==> src/rtl/store_size_ctrl_pkg.sv <==
`default_nettype none
// ----------------------------------------------------------------------------
// Module   : store_size_pkg
// Brief    : Size codes and controller state encoding shared by the store
//            path and the load-size unit.
// Revision : 1.0
// ----------------------------------------------------------------------------
package store_size_pkg;

  // Size codes, common to load and store paths
  localparam logic [1:0] SZ_W   = 2'b00;
  localparam logic [1:0] SZ_H   = 2'b01;
  localparam logic [1:0] SZ_B   = 2'b10;
  localparam logic [1:0] SZ_RSV = 2'b11;

  typedef enum logic [2:0] {
    ST_IDLE  = 3'd0,
    ST_READ  = 3'd1,
    ST_WAIT  = 3'd2,
    ST_WRITE = 3'd3,
    ST_DONE  = 3'd4
  } state_t;

  // Halfword and byte stores must preserve the untouched lanes, so they read
  // the old word first; word and reserved codes write straight through.
  function automatic logic needs_rmw(input logic [1:0] size);
    return (size == SZ_H) || (size == SZ_B);
  endfunction

endpackage
`default_nettype wire

==> src/rtl/store_size_ctrl_if.sv <==
`default_nettype none
// ----------------------------------------------------------------------------
// Module   : store_size_ctrl_if
// Brief    : Control handshake plus data-memory port of the store controller.
//            slave = the controller, master = control unit / memory side.
// Revision : 1.0
// ----------------------------------------------------------------------------
interface store_size_ctrl_if #(
  parameter int ADDR_W = 32
) ();

  logic              start;
  logic [1:0]        store_size_control;
  logic [ADDR_W-1:0] addr_in;
  logic [31:0]       data_in;
  logic              busy;
  logic              done;
  logic [ADDR_W-1:0] mem_addr;
  logic              mem_wr;
  logic [31:0]       mem_wdata;
  logic [31:0]       mem_rdata;

  modport slave (
    input  start, store_size_control, addr_in, data_in, mem_rdata,
    output busy, done, mem_addr, mem_wr, mem_wdata
  );

  modport master (
    output start, store_size_control, addr_in, data_in, mem_rdata,
    input  busy, done, mem_addr, mem_wr, mem_wdata
  );

endinterface
`default_nettype wire

==> src/rtl/store_size_ctrl_merge.sv <==
`default_nettype none
// ----------------------------------------------------------------------------
// Module   : store_merge
// Brief    : Combines new store data into the old memory word. Only the low
//            lanes are replaced, mirroring the load-size lane convention.
// Revision : 1.0
// ----------------------------------------------------------------------------
module store_merge
  import store_size_pkg::*;
(
  input  logic [1:0]  size,
  input  logic [31:0] old_word,
  input  logic [31:0] new_data,
  output logic [31:0] merged
);

  // Lane replacement selected by size; word/reserved pass new data through
  always_comb begin
    merged = new_data;
    case (size)
      SZ_H:    merged = {old_word[31:16], new_data[15:0]};
      SZ_B:    merged = {old_word[31:8],  new_data[7:0]};
      default: merged = new_data;
    endcase
  end

endmodule
`default_nettype wire

==> src/rtl/store_size_ctrl.sv <==
`default_nettype none
// ----------------------------------------------------------------------------
// Module   : store_size_ctrl
// Brief    : Multicycle store controller. Word stores write once; halfword
//            and byte stores read, wait MEM_LATENCY cycles, merge and write.
// Revision : 1.0
// ----------------------------------------------------------------------------
module store_size_ctrl
  import store_size_pkg::*;
#(
  parameter int MEM_LATENCY = 1,   // 1..7
  parameter int ADDR_W      = 32
) (
  input  logic             clk,
  input  logic             reset_n,
  store_size_ctrl_if.slave bus
);

  localparam int                c_cnt_w     = 3;
  localparam logic [c_cnt_w-1:0] c_wait_load = c_cnt_w'(MEM_LATENCY - 1);

  state_t              r_state;
  logic [c_cnt_w-1:0]  r_cnt;
  logic [ADDR_W-1:0]   r_addr;
  logic [31:0]         r_data;
  logic [1:0]          r_size;
  logic [31:0]         r_word;     // word to be written; doubles as mem_wdata
  logic                r_busy;
  logic                r_done;
  logic                r_wr;
  logic [31:0]         w_merged;

  store_merge u_merge (
    .size     (r_size),
    .old_word (bus.mem_rdata),
    .new_data (r_data),
    .merged   (w_merged)
  );

  // Controller FSM with registered outputs; latches are only loaded in IDLE
  always_ff @(posedge clk or negedge reset_n) begin
    if (!reset_n) begin
      r_state <= ST_IDLE;
      r_cnt   <= '0;
      r_addr  <= '0;
      r_data  <= '0;
      r_size  <= SZ_W;
      r_word  <= '0;
      r_busy  <= 1'b0;
      r_done  <= 1'b0;
      r_wr    <= 1'b0;
    end else begin
      case (r_state)
        ST_IDLE: begin
          r_done <= 1'b0;
          r_wr   <= 1'b0;
          if (bus.start) begin
            r_addr <= bus.addr_in;
            r_data <= bus.data_in;
            r_size <= bus.store_size_control;
            r_busy <= 1'b1;
            if (needs_rmw(bus.store_size_control)) begin
              r_state <= ST_READ;
            end else begin
              r_word  <= bus.data_in;
              r_wr    <= 1'b1;
              r_state <= ST_WRITE;
            end
          end
        end
        ST_READ: begin
          r_cnt   <= c_wait_load;
          r_state <= ST_WAIT;
        end
        ST_WAIT: begin
          if (r_cnt == '0) begin
            r_word  <= w_merged;
            r_wr    <= 1'b1;
            r_state <= ST_WRITE;
          end else begin
            r_cnt <= r_cnt - 1'b1;
          end
        end
        ST_WRITE: begin
          r_wr    <= 1'b0;
          r_done  <= 1'b1;
          r_state <= ST_DONE;
        end
        ST_DONE: begin
          r_done  <= 1'b0;
          r_busy  <= 1'b0;
          r_state <= ST_IDLE;
        end
        default: begin
          r_wr    <= 1'b0;
          r_done  <= 1'b0;
          r_busy  <= 1'b0;
          r_state <= ST_IDLE;
        end
      endcase
    end
  end

  assign bus.busy      = r_busy;
  assign bus.done      = r_done;
  assign bus.mem_wr    = r_wr;
  assign bus.mem_addr  = r_addr;
  assign bus.mem_wdata = r_word;

endmodule
`default_nettype wire

==> src/flat_wrapper.sv <==
// flat-port wrapper written by rule: the top's interface ports become plain ports
module store_size_ctrl_flat import store_size_pkg::*;
#(
  parameter int MEM_LATENCY = 1,          
  parameter int ADDR_W      = 32
)
  (clk, reset_n, bus_start, bus_store_size_control, bus_addr_in, bus_data_in, bus_mem_rdata, bus_busy, bus_done, bus_mem_addr, bus_mem_wr, bus_mem_wdata);
  store_size_ctrl_if #(.ADDR_W(ADDR_W)) bus_i ();
  input  logic clk;
  input  logic reset_n;
  input wire logic [$bits(bus_i.start)-1:0] bus_start;
  input wire logic [$bits(bus_i.store_size_control)-1:0] bus_store_size_control;
  input wire logic [$bits(bus_i.addr_in)-1:0] bus_addr_in;
  input wire logic [$bits(bus_i.data_in)-1:0] bus_data_in;
  input wire logic [$bits(bus_i.mem_rdata)-1:0] bus_mem_rdata;
  output wire logic [$bits(bus_i.busy)-1:0] bus_busy;
  output wire logic [$bits(bus_i.done)-1:0] bus_done;
  output wire logic [$bits(bus_i.mem_addr)-1:0] bus_mem_addr;
  output wire logic [$bits(bus_i.mem_wr)-1:0] bus_mem_wr;
  output wire logic [$bits(bus_i.mem_wdata)-1:0] bus_mem_wdata;
  assign bus_i.start = bus_start;
  assign bus_i.store_size_control = bus_store_size_control;
  assign bus_i.addr_in = bus_addr_in;
  assign bus_i.data_in = bus_data_in;
  assign bus_i.mem_rdata = bus_mem_rdata;
  assign bus_busy = bus_i.busy;
  assign bus_done = bus_i.done;
  assign bus_mem_addr = bus_i.mem_addr;
  assign bus_mem_wr = bus_i.mem_wr;
  assign bus_mem_wdata = bus_i.mem_wdata;
  store_size_ctrl #(.MEM_LATENCY(MEM_LATENCY), .ADDR_W(ADDR_W)) u_core (.clk(clk), .reset_n(reset_n), .bus(bus_i));
endmodule
==> config.mk <==
export PLATFORM = sky130hd
export DESIGN_NAME = store_size_ctrl_flat
export DESIGN_NICKNAME = d
export VERILOG_FILES = /design/src/rtl/store_size_ctrl_pkg.sv /design/src/rtl/store_size_ctrl_if.sv /design/src/rtl/store_size_ctrl_merge.sv /design/src/rtl/store_size_ctrl.sv /design/src/flat_wrapper.sv
export SDC_FILE = /design/constraint.sdc
export NUM_CORES = 1
export LEC_CHECK = 0
export CAP_MARGIN = 20
export CORE_ASPECT_RATIO = 0.75
export CORE_MARGIN = 4
export CORE_UTILIZATION = 46
export DETAILED_ROUTE_END_ITERATION = 8
export HOLD_SLACK_MARGIN = 0.02
export PLACE_DENSITY = 0.8
export SLEW_MARGIN = 40
export SYNTH_ARGS = -nofsm -noshare
export SYNTH_HDL_FRONTEND = slang
export SYNTH_SLANG_ARGS = --single-unit
==> constraint.sdc <==
create_clock -name clk -period 2.4 [get_ports clk]
set_input_delay 0.36 -clock clk [delete_from_list [all_inputs] [get_ports clk]]
set_output_delay 0.36 -clock clk [all_outputs]
set_load 0.005 [all_outputs]
==> out/results.ini <==
[status]
status=finished, final reports clean

[setup_path]
critical_path.top_delay_family=compound AO/OA/AOI/OAI gates
path_class=flop to flop
cp-start-kind=flop
path_max_fanout=31
reg2reg_slack_ns=0.28
cp.buffers_inverters=2
r2r-start=u_core.r_cnt[1]
worstPathRequired_ns=2.62
critPathSlowestCell=or4bb_1
worstPathCellList=inv_1, ha_1, ha_1, or4bb_1, o21a_1, buf_12, a221o_1
startpoint=u_core.r_cnt[1]
arrival_ns=2.34
cp_slowest_stage_delay_ns=0.43
path_common_cell=ha_1
cp-end-kind=flop

[floorplanning]
die_area_um2=12300
ioPinCount=168
start_util_pct=47.2
die_w_um=127
core_area_um2=10300
rows=32
fp.dieH_um=97.0

[synth]
ys_seq_elements=107
synth_cell_type_count=34
seq_area_frac_synth_pct=55.1
synth_area_um2=4860
syn-num-nets=620
yosys_warnings=0
synth_area_per_cell_um2=9.43
syn-instance-count=515

[placement]
dp_hpwl_um=9750
placedCellCount=791
place_congestion=0.794
port_buffers=159

[timing]
hold-worst-slack_ns=0.472
clock_skew_ns=0.00491
worst_pin_slew_ns=0.618
period_needed_ns=2.12
rsz0062_at_grt=false
finalHoldViolations=0
period_share_pct=88.4
fmax_mhz=471
max_slew_margin_pct=58.8
slew_viol_final=0
setup_viol=0

[layout]
area_delta_synth_final_pct=43.1
stdcell_count=808
insertedDiodeCount=0
final_common_cell=nand2_1
nets=772
final_layout_size_suffix_gt1_share_pct=8.04
layout_common_cells=nand2_1, clkdlybuf4s50_1, dfrtp_1
nFillCells=783

[grt]
antenna_found_initial=0
grt-ovfl-total=0
grtUsageTotal_pct=23.2
grt_max_degree=83
grt_pass1_vias=4570
grt_first_pass_wirelength_um=22900

[run]
maxCapViolCount=0

[route]
route.detailed.drc=0
vias=4396
drtAntennaViolNets=0
drtPass1Iterations=5
post_drt_via_cell_ratio=5.44
wl_per_cell_um=17.6
initialDrtViolationCount=269
wl_um=14200

[cts]
h-tree-depth=3
cts_resized=0
clock_path_buffers=2
root_buffer=clkbuf_16
cts.sinks=107
cts_buffers=9
clkLatencyLatePin_ns=0.34
tritoncts=yes
clk_pin_slew_worst_paths_ns=0.07

[pwr]
total_power_w=0.00883
cellLeakagePower_nw=3.15
p_per_area_nw_per_um2=1270
peakVddDrop_mv=0.615

[min_path]
hold_class=flop to flop
min-delay-start=u_core.bus.mem_addr[24]

## repair_timing
item                                   4_1_cts  5_1_grt
endpoints found under the hold margin       26        0
hold buffers                                 1        0
setup buffers                                0        0
## logic make-up (layout without fill, tap and decap cells)
kind of cell	Yosys count	count (layout)	share of synthesized area [%]
AOI/OAI and AO/OA	89	89	13.4
xor gates and xnor gates	1	1	0.180
adders and majority gates	4	4	1.03
buffers and inverters	44	201	4.04
DFF	107	107	55.1
muxes	17	17	4.30
and+or+nand+nor	253	253	21.9
## flip-flops by register name, summed over array words and instances, names as in the netlist
register,cells
u_core.bus.busy,1
u_core.bus.done,1
u_core.bus.mem_addr,32
u_core.bus.mem_wdata,32
u_core.bus.mem_wr,1
u_core.r_cnt,3
u_core.r_data,32
u_core.r_size,2
u_core.r_state,3
## path summary, 6_finish.rpt
| kind | endpoint | depth (start not counted) |
|---|---|---|
| max reg2reg | u_core.bus.mem_wdata[9] | 7 |
| max in group asynchronous | u_core.r_cnt[2] | 3 |
| min | u_core.bus.mem_addr[24] | 2 |
| max | u_core.bus.mem_wdata[9] | 7 |
| min reg2reg | u_core.bus.mem_addr[24] | 2 |
| min in group asynchronous | u_core.bus.mem_wdata[11] | 2 |
## metrics by stage
step                      util [%]  setup TNS, ns  instance area [µm²]  setup WS (ns)
after detailed placement      64.6         -0.623                 6640        -0.0926
after global routing          67.6              0                 6950          0.169
after global placement        64.6         -0.554                 6640        -0.0710
after CTS                     67.5              0                 6950          0.254
final                         67.6              0                 6950          0.278
after floorplan                  -              0                 4860          0.336
## routing by layer
metal | part of all wire [%] | wire length, µm | vias up | GRT usage [%]
met1 | 40 | 5640 | 2105 | 28.9
met5 | 0 | 0 | - | 0
met4 | 1.2 | 172 | 0 | 5.94
met2 | 47 | 6670 | 233 | 36.7
met3 | 12 | 1730 | 16 | 10.7
li1 | - | - | 2042 | -
## power breakdown
part	total [W]	switching, W	internal [W]
clock	0.00149	0.000648	0.000838
combinational	0.00428	0.00213	0.00215
sequential	0.00306	0.000457	0.00260
## layout make-up
class	instances	area [µm²]	share of cell area (%)
multi-input combinational	364	2010	28.9
timing repair buffer	178	1780	25.5
clock buffer	12	246	3.55
tap	136	170	2.45
clock inverter	4	50.0	0.720
sequential	107	2680	38.5
inverter	7	26.3	0.378
## worst register-to-register path: cells and delay by family, from the launching register on
| kind | cells | cell delay (ns) |
|---|---|---|
| AOI/OAI and AO/OA | 2 | 0.52 |
| and+or+nand+nor | 1 | 0.43 |
| DFF | 1 | 0.40 |
| adders and majority gates | 2 | 0.37 |
| buffers and inverters | 2 | 0.28 |
## cells in the mapped netlist
cell type	count	share of area [%]
or4b_1	1	0.21
ha_1	4	1.0
nor2b_1	18	2.3
mux2_2	11	2.6
a221o_1	8	1.6
clkbuf_1	29	2.2
a221oi_1	16	2.9
or4bb_1	1	0.23
a22o_1	3	0.54
a21oi_1	9	0.93
o31ai_1	16	2.5
mux2_4	5	1.5
nor2_1	19	1.5
buf_2	4	0.41
mux2i_1	1	0.21
nand3b_1	8	1.2
dfrtp_1	107	55
o21ai_0	17	1.8
o211ai_1	16	2.5
xor2_1	1	0.18
o21bai_1	1	0.15
and3b_1	1	0.18
nor4b_1	1	0.18
nor3_1	1	0.10
or3_1	1	0.13
o21a_1	1	0.15
buf_6	3	0.70
buf_4	1	0.15
o21ba_2	1	0.21
inv_1	7	0.54
nor3b_2	1	0.26
nand2_1	200	15
o311ai_0	1	0.18
nor3b_1	1	0.15
No activity file was read; power rests on OpenSTA's default activity.
